==> src/rtl/alut_apb_pkg11.sv <==
// Shared types for the ALUT APB initiator: default widths, FSM states and
// the packed request word stored in the request FIFO.
package alut_apb_pkg11;

   localparam int ALUT_AW = 7;
   localparam int ALUT_DW = 32;
   localparam int ALUT_FD = 4;

   typedef enum logic [1:0] {
      IDLE   = 2'd0,
      SETUP  = 2'd1,
      ACCESS = 2'd2
   } apb_state_e;

   // FIFO payload: direction, address and write data of one APB transfer
   typedef struct packed {
      logic               write;
      logic [ALUT_AW-1:0] addr;
      logic [ALUT_DW-1:0] wdata;
   } apb_req_t;

   localparam int REQ_W = $bits(apb_req_t);

endpackage

==> src/rtl/alut_req_fifo11.sv <==
// Synchronous request FIFO. Head is presented combinationally on dout.
// Occupancy counter (one bit wider than the pointers) gives full/empty;
// pointers wrap naturally because the depth is a power of two.
module alut_req_fifo11 #(
   parameter int W = 40,
   parameter int D = 4
) (
   input  logic         clk,
   input  logic         rst_n,
   input  logic         push,
   input  logic         pop,
   input  logic [W-1:0] din,
   output logic [W-1:0] dout,
   output logic         full,
   output logic         empty
);

   localparam int PW = $clog2(D);

   logic [W-1:0]  mem [D];
   logic [PW-1:0] wr_ptr;
   logic [PW-1:0] rd_ptr;
   logic [PW:0]   count;
   logic          do_push;
   logic          do_pop;

   // a push against a full FIFO or a pop of an empty one is ignored
   assign do_push = push & ~full;
   assign do_pop  = pop & ~empty;

   assign full  = (count == (PW+1)'(D));
   assign empty = (count == '0);
   assign dout  = mem[rd_ptr];

   // storage array needs no reset: entries are only read once written
   always_ff @(posedge clk) begin
      if (do_push) mem[wr_ptr] <= din;
   end

   // pointer and occupancy bookkeeping
   always_ff @(posedge clk or negedge rst_n) begin
      if (!rst_n) begin
         wr_ptr <= '0;
         rd_ptr <= '0;
         count  <= '0;
      end else begin
         if (do_push) wr_ptr <= wr_ptr + 1'b1;
         if (do_pop)  rd_ptr <= rd_ptr + 1'b1;
         case ({do_push, do_pop})
            2'b10:   count <= count + 1'b1;
            2'b01:   count <= count - 1'b1;
            default: count <= count;
         endcase
      end
   end

endmodule

==> src/rtl/alut_apb_master11.sv <==
// APB initiator for the ALUT register bank. Requests are queued in a small
// FIFO and each one runs as a single SETUP+ACCESS transfer (the slave has no
// pready, so ACCESS is always one cycle). The result lands in a one-deep
// response register; a new transfer is not started while a response is
// still unconsumed, so the response register can never be overrun.
// The request struct is sized by the package defaults; AW/DW are expected
// to match them.
module alut_apb_master11
   import alut_apb_pkg11::*;
#(
   parameter int AW = ALUT_AW,
   parameter int DW = ALUT_DW,
   parameter int FD = ALUT_FD
) (
   input  logic          pclk11,
   input  logic          n_p_reset11,
   // request channel
   input  logic          req_valid11,
   output logic          req_ready11,
   input  logic          req_write11,
   input  logic [AW-1:0] req_addr11,
   input  logic [DW-1:0] req_wdata11,
   // response channel
   output logic          rsp_valid11,
   input  logic          rsp_ready11,
   output logic          rsp_write11,
   output logic [DW-1:0] rsp_rdata11,
   output logic          busy11,
   // APB
   output logic          psel11,
   output logic          penable11,
   output logic          pwrite11,
   output logic [AW-1:0] paddr11,
   output logic [DW-1:0] pwdata11,
   input  logic [DW-1:0] prdata11
);

   apb_state_e state;
   apb_req_t   req_in;
   apb_req_t   req_head;
   logic [REQ_W-1:0] fifo_dout;
   logic       fifo_full;
   logic       fifo_empty;
   logic       fifo_push;
   logic       fifo_pop;

   assign req_in.write = req_write11;
   assign req_in.addr  = ALUT_AW'(req_addr11);
   assign req_in.wdata = ALUT_DW'(req_wdata11);
   assign req_head     = apb_req_t'(fifo_dout);

   assign req_ready11 = ~fifo_full;
   assign fifo_push   = req_valid11 & ~fifo_full;
   // head leaves the FIFO on the same edge that enters SETUP
   assign fifo_pop    = (state == IDLE) & ~fifo_empty & ~rsp_valid11;

   assign busy11 = ~fifo_empty | (state != IDLE) | rsp_valid11;

   alut_req_fifo11 #(
      .W (REQ_W),
      .D (FD)
   ) u_fifo (
      .clk   (pclk11),
      .rst_n (n_p_reset11),
      .push  (fifo_push),
      .pop   (fifo_pop),
      .din   (req_in),
      .dout  (fifo_dout),
      .full  (fifo_full),
      .empty (fifo_empty)
   );

   // transfer FSM with registered APB outputs and response register
   always_ff @(posedge pclk11 or negedge n_p_reset11) begin
      if (!n_p_reset11) begin
         state       <= IDLE;
         psel11      <= 1'b0;
         penable11   <= 1'b0;
         pwrite11    <= 1'b0;
         paddr11     <= '0;
         pwdata11    <= '0;
         rsp_valid11 <= 1'b0;
         rsp_write11 <= 1'b0;
         rsp_rdata11 <= '0;
      end else begin
         // consumer handshake; cannot collide with a set (see fifo_pop)
         if (rsp_valid11 && rsp_ready11) rsp_valid11 <= 1'b0;

         case (state)
            IDLE: begin
               if (fifo_pop) begin
                  state     <= SETUP;
                  psel11    <= 1'b1;
                  penable11 <= 1'b0;
                  pwrite11  <= req_head.write;
                  paddr11   <= AW'(req_head.addr);
                  pwdata11  <= DW'(req_head.wdata);
               end
            end
            SETUP: begin
               state     <= ACCESS;
               penable11 <= 1'b1;
            end
            ACCESS: begin
               state       <= IDLE;
               psel11      <= 1'b0;
               penable11   <= 1'b0;
               rsp_valid11 <= 1'b1;
               rsp_write11 <= pwrite11;
               rsp_rdata11 <= pwrite11 ? '0 : prdata11;
            end
            default: begin
               state     <= IDLE;
               psel11    <= 1'b0;
               penable11 <= 1'b0;
            end
         endcase
      end
   end

endmodule

==> config.mk <==
export PLATFORM = sky130hd
export DESIGN_NAME = alut_apb_master11
export DESIGN_NICKNAME = d
export VERILOG_FILES = /design/src/rtl/alut_apb_pkg11.sv /design/src/rtl/alut_req_fifo11.sv /design/src/rtl/alut_apb_master11.sv
export SDC_FILE = /design/constraint.sdc
export NUM_CORES = 1
export LEC_CHECK = 0
export BUFFER_PORTS_ARGS = -buffer_cell sky130_fd_sc_hd__buf_2
export CORE_UTILIZATION = 56
export CTS_CLUSTER_SIZE = 14
export DETAILED_ROUTE_END_ITERATION = 12
export PLACE_DENSITY = 0.86
export SLEW_MARGIN = 20
export SYNTH_ARGS = -nofsm -noshare
export SYNTH_HDL_FRONTEND = slang
export SYNTH_SLANG_ARGS = --single-unit
export TNS_END_PERCENT = 5
==> constraint.sdc <==
create_clock -name pclk11 -period 4.5 [get_ports pclk11]
set_input_delay 0.45 -clock pclk11 [delete_from_list [all_inputs] [get_ports pclk11]]
set_output_delay 0.45 -clock pclk11 [all_outputs]
set_load 0.05 [all_outputs]
==> results_dict.tcl <==
set metrics [dict create \
    status "completed" \
    root_buffer "clkbuf_16" \
    tns_ns 0 \
    dp_cells 830 \
    vias 4740 \
    die-area_um2 17240 \
    hold_viol 0 \
    crit_fanout 21 \
    synthArstFlopShare_pct 34.43 \
    fin_worst_skew_ns 0.007185 \
    cp_common_cell "xor2_1" \
    cp-end-kind "flop" \
    firstDrtPassIters 4 \
    drt_iter0_drc 210 \
    synthCells 485 \
    crit_required_ns 4.92 \
    total_power_mw 8.885 \
    leakagePower_nw 4.403 \
    antenna_left 0 \
    grt_overflow_total 0 \
    grt_usage_pct 20.11 \
    wl_per_cell_um 19.22 \
    ios 154 \
    setup-violations-final 0 \
    syn_area_um2 9361 \
    grtUsageMet2_pct 35.61 \
    cts_tree "done" \
    start_kind "flop" \
    cp_cell_sequence "nor3_2 > nor2b_4 > ha_1 > inv_1 > fa_1 > xor2_1 > nor2_1 > xor2_1" \
    cts_hold_buf 0 \
    routabilityCongestion 0.9175 \
    diodes 0 \
    synth_seq_cells 244 \
    postCtsSetupBuffers 0 \
    coreArea_um2 16120 \
    dpl.hpwl_mm 10.20 \
    yosysWarnings 0 \
    cts.sinks 244 \
    syn-num-nets 567 \
    r2r_cells 8 \
    synthFlopType "edfxtp_1" \
    synth_edf_count 160 \
    fp.dieH_um 131.3 \
    final_area_um2 11040 \
    dpl_cell_area_um2 10260 \
    power_density_nw_per_um2 804.8 \
    max_stage_delay_ns 0.76 \
    htree_num_levels 1 \
    max_freq_ghz 0.3649 \
    totalWireLength_mm 16.82 \
    layout-drive-gt1-share_pct 42.19 \
    finish.cell_count_without_fillers 875 \
    rsz0062_at_grt "false" \
    cts-resized-gates 0 \
    viasPerCell 5.417 \
    clk_pin_slew_ns 0.06 \
    fp-row-count 46 \
    clkLatencyLatePin_ns 0.50 \
    layout_min_cycle_time_ns 2.740 \
    hold_path_class "input port to asynchronous set/reset pin" \
    layout.nets 723 \
    clock_path_buffers 3 \
    relSlewSlack_pct 26.81 \
    worstReg2RegStart "penable11" \
    use_met3_pct 4.090 \
    drc 0 \
    grtUsageMet1_pct 25.33 \
    vdd_drop_max_mv 0.4037 \
    grt_max_degree 85 \
    critical_path_class "flop to flop" \
    ys_seq_area_share_pct 73.78 \
    r2r_slack_ns 1.76 \
    tightest_slew_ns 1.098 \
    grt_pass1_wl_mm 26.94 \
    start_util_pct 58.09 \
    r2r_end "u_fifo.count[2]" \
    syn_avg_cell_area_um2 19.30 \
    numCtsBuffers 24 \
    die_w_um 131.3 \
    grt_pass1_vias 5185 \
    worst_path_max_delay_cell "nor2b_4" \
    io_buffers 153 \
    cp.arrival_ns 3.16 \
    synthDistinctLibCells 30 \
    top_usage_layer "met2" \
    synthToLayoutAreaGrowth_pct 17.94 \
    finalCritPeriodShare_pct 60.90 \
    maxCapViolCount 0 \
    final_max_slew_viol_count 0 \
    antenna_found_initial 0 \
]
through the flow:
step                      setup WS (ns)  util, %  hold WS [ns]
after global placement            1.857    63.66        0.4577
after global routing              1.541    68.51       0.06624
after CTS                         1.700    68.32        0.1335
final                             1.760    68.51       0.01103
after floorplan                   2.126        -        0.1544
after detailed placement          1.711    63.66        0.4686
sequential cells by signal, summed over array words and instances (netlist names):
register / cells
state: 1
u_fifo.rd_ptr: 2
rsp_write11: 1
pwdata11: 32
rsp_rdata11: 32
u_fifo.mem: 160
paddr11: 7
u_fifo.count: 3
penable11: 1
psel11: 1
u_fifo.wr_ptr: 2
pwrite11: 1
rsp_valid11: 1
synth_stat cells (6+ instances only):
master / count / area, um^2
o21ai_0: 28 / 140.1
edfxtp_1: 160 / 4805
dfrtp_1: 84 / 2102
nand2b_1: 33 / 206.5
clkbuf_1: 12 / 45.04
inv_1: 8 / 30.03
mux2_4: 35 / 525.5
mux2_2: 6 / 67.56
mux4_2: 38 / 855.8
buf_6: 9 / 101.4
nand2_1: 33 / 123.9
worst max path at each step:
stage                          from         endpoint  depth (start not counted)
after floorplan           penable11  u_fifo.count[2]                         10
after detailed placement  penable11  u_fifo.count[2]                          8
after global placement    penable11  u_fifo.count[2]                          8
after global routing      penable11  u_fifo.count[2]                          8
after CTS                 penable11  u_fifo.count[2]                          8
final                     penable11  u_fifo.count[2]                          8
logic make-up after synthesis:
group | Yosys count | synth area share, %
flops | 244 | 73.78
compound gates | 34 | 1.844
buf+inv | 33 | 2.125
xor+xnor | 6 | 0.5614
mux | 83 | 16.27
fa+ha+maj | 6 | 0.8821
simple gates | 79 | 4.544
area by class of cell:
cell class | instances | area [um^2]
fill | 1044 | 5075
tap | 216 | 270.3
clock inverter | 11 | 75.07
multi-input combinational | 208 | 2278
sequential | 244 | 6912
clock buffer | 33 | 675.6
inverter | 8 | 30.03
timing repair buffer | 155 | 799.5
metal layers:
metal / share of wire (%) / vias to the layer above
li1: - / 2149
met1: 41 / 2399
met4: 0.92 / 0
met2: 52 / 177
met3: 6.4 / 15
met5: 0 / -
power by group:
group          switching (mW)  total (mW)  internal, mW
registers               0.503        3.59          3.09
clock network           0.766        1.87          1.10
logic                    2.05        3.42          1.37
layout by cell type (no fill, tap or decap), types with 8 or more instances in the layout:
master,n
edfxtp_1,160
buf_2,152
dfrtp_1,82
mux4_2,38
mux2_4,35
nand2_1,33
nand2b_1,32
o21ai_0,28
clkbuf_16,25
inv_1,8
worst max-delay path, delay by kind of cell (launching register included):
kind	cells	cell delay [ns]
adders and majority gates	2	0.69
DFF	1	0.43
buffers and inverters	1	0.07
xor gates and xnor gates	2	0.32
and+or+nand+nor	3	1.16
(Power assumes the default switching activity.)
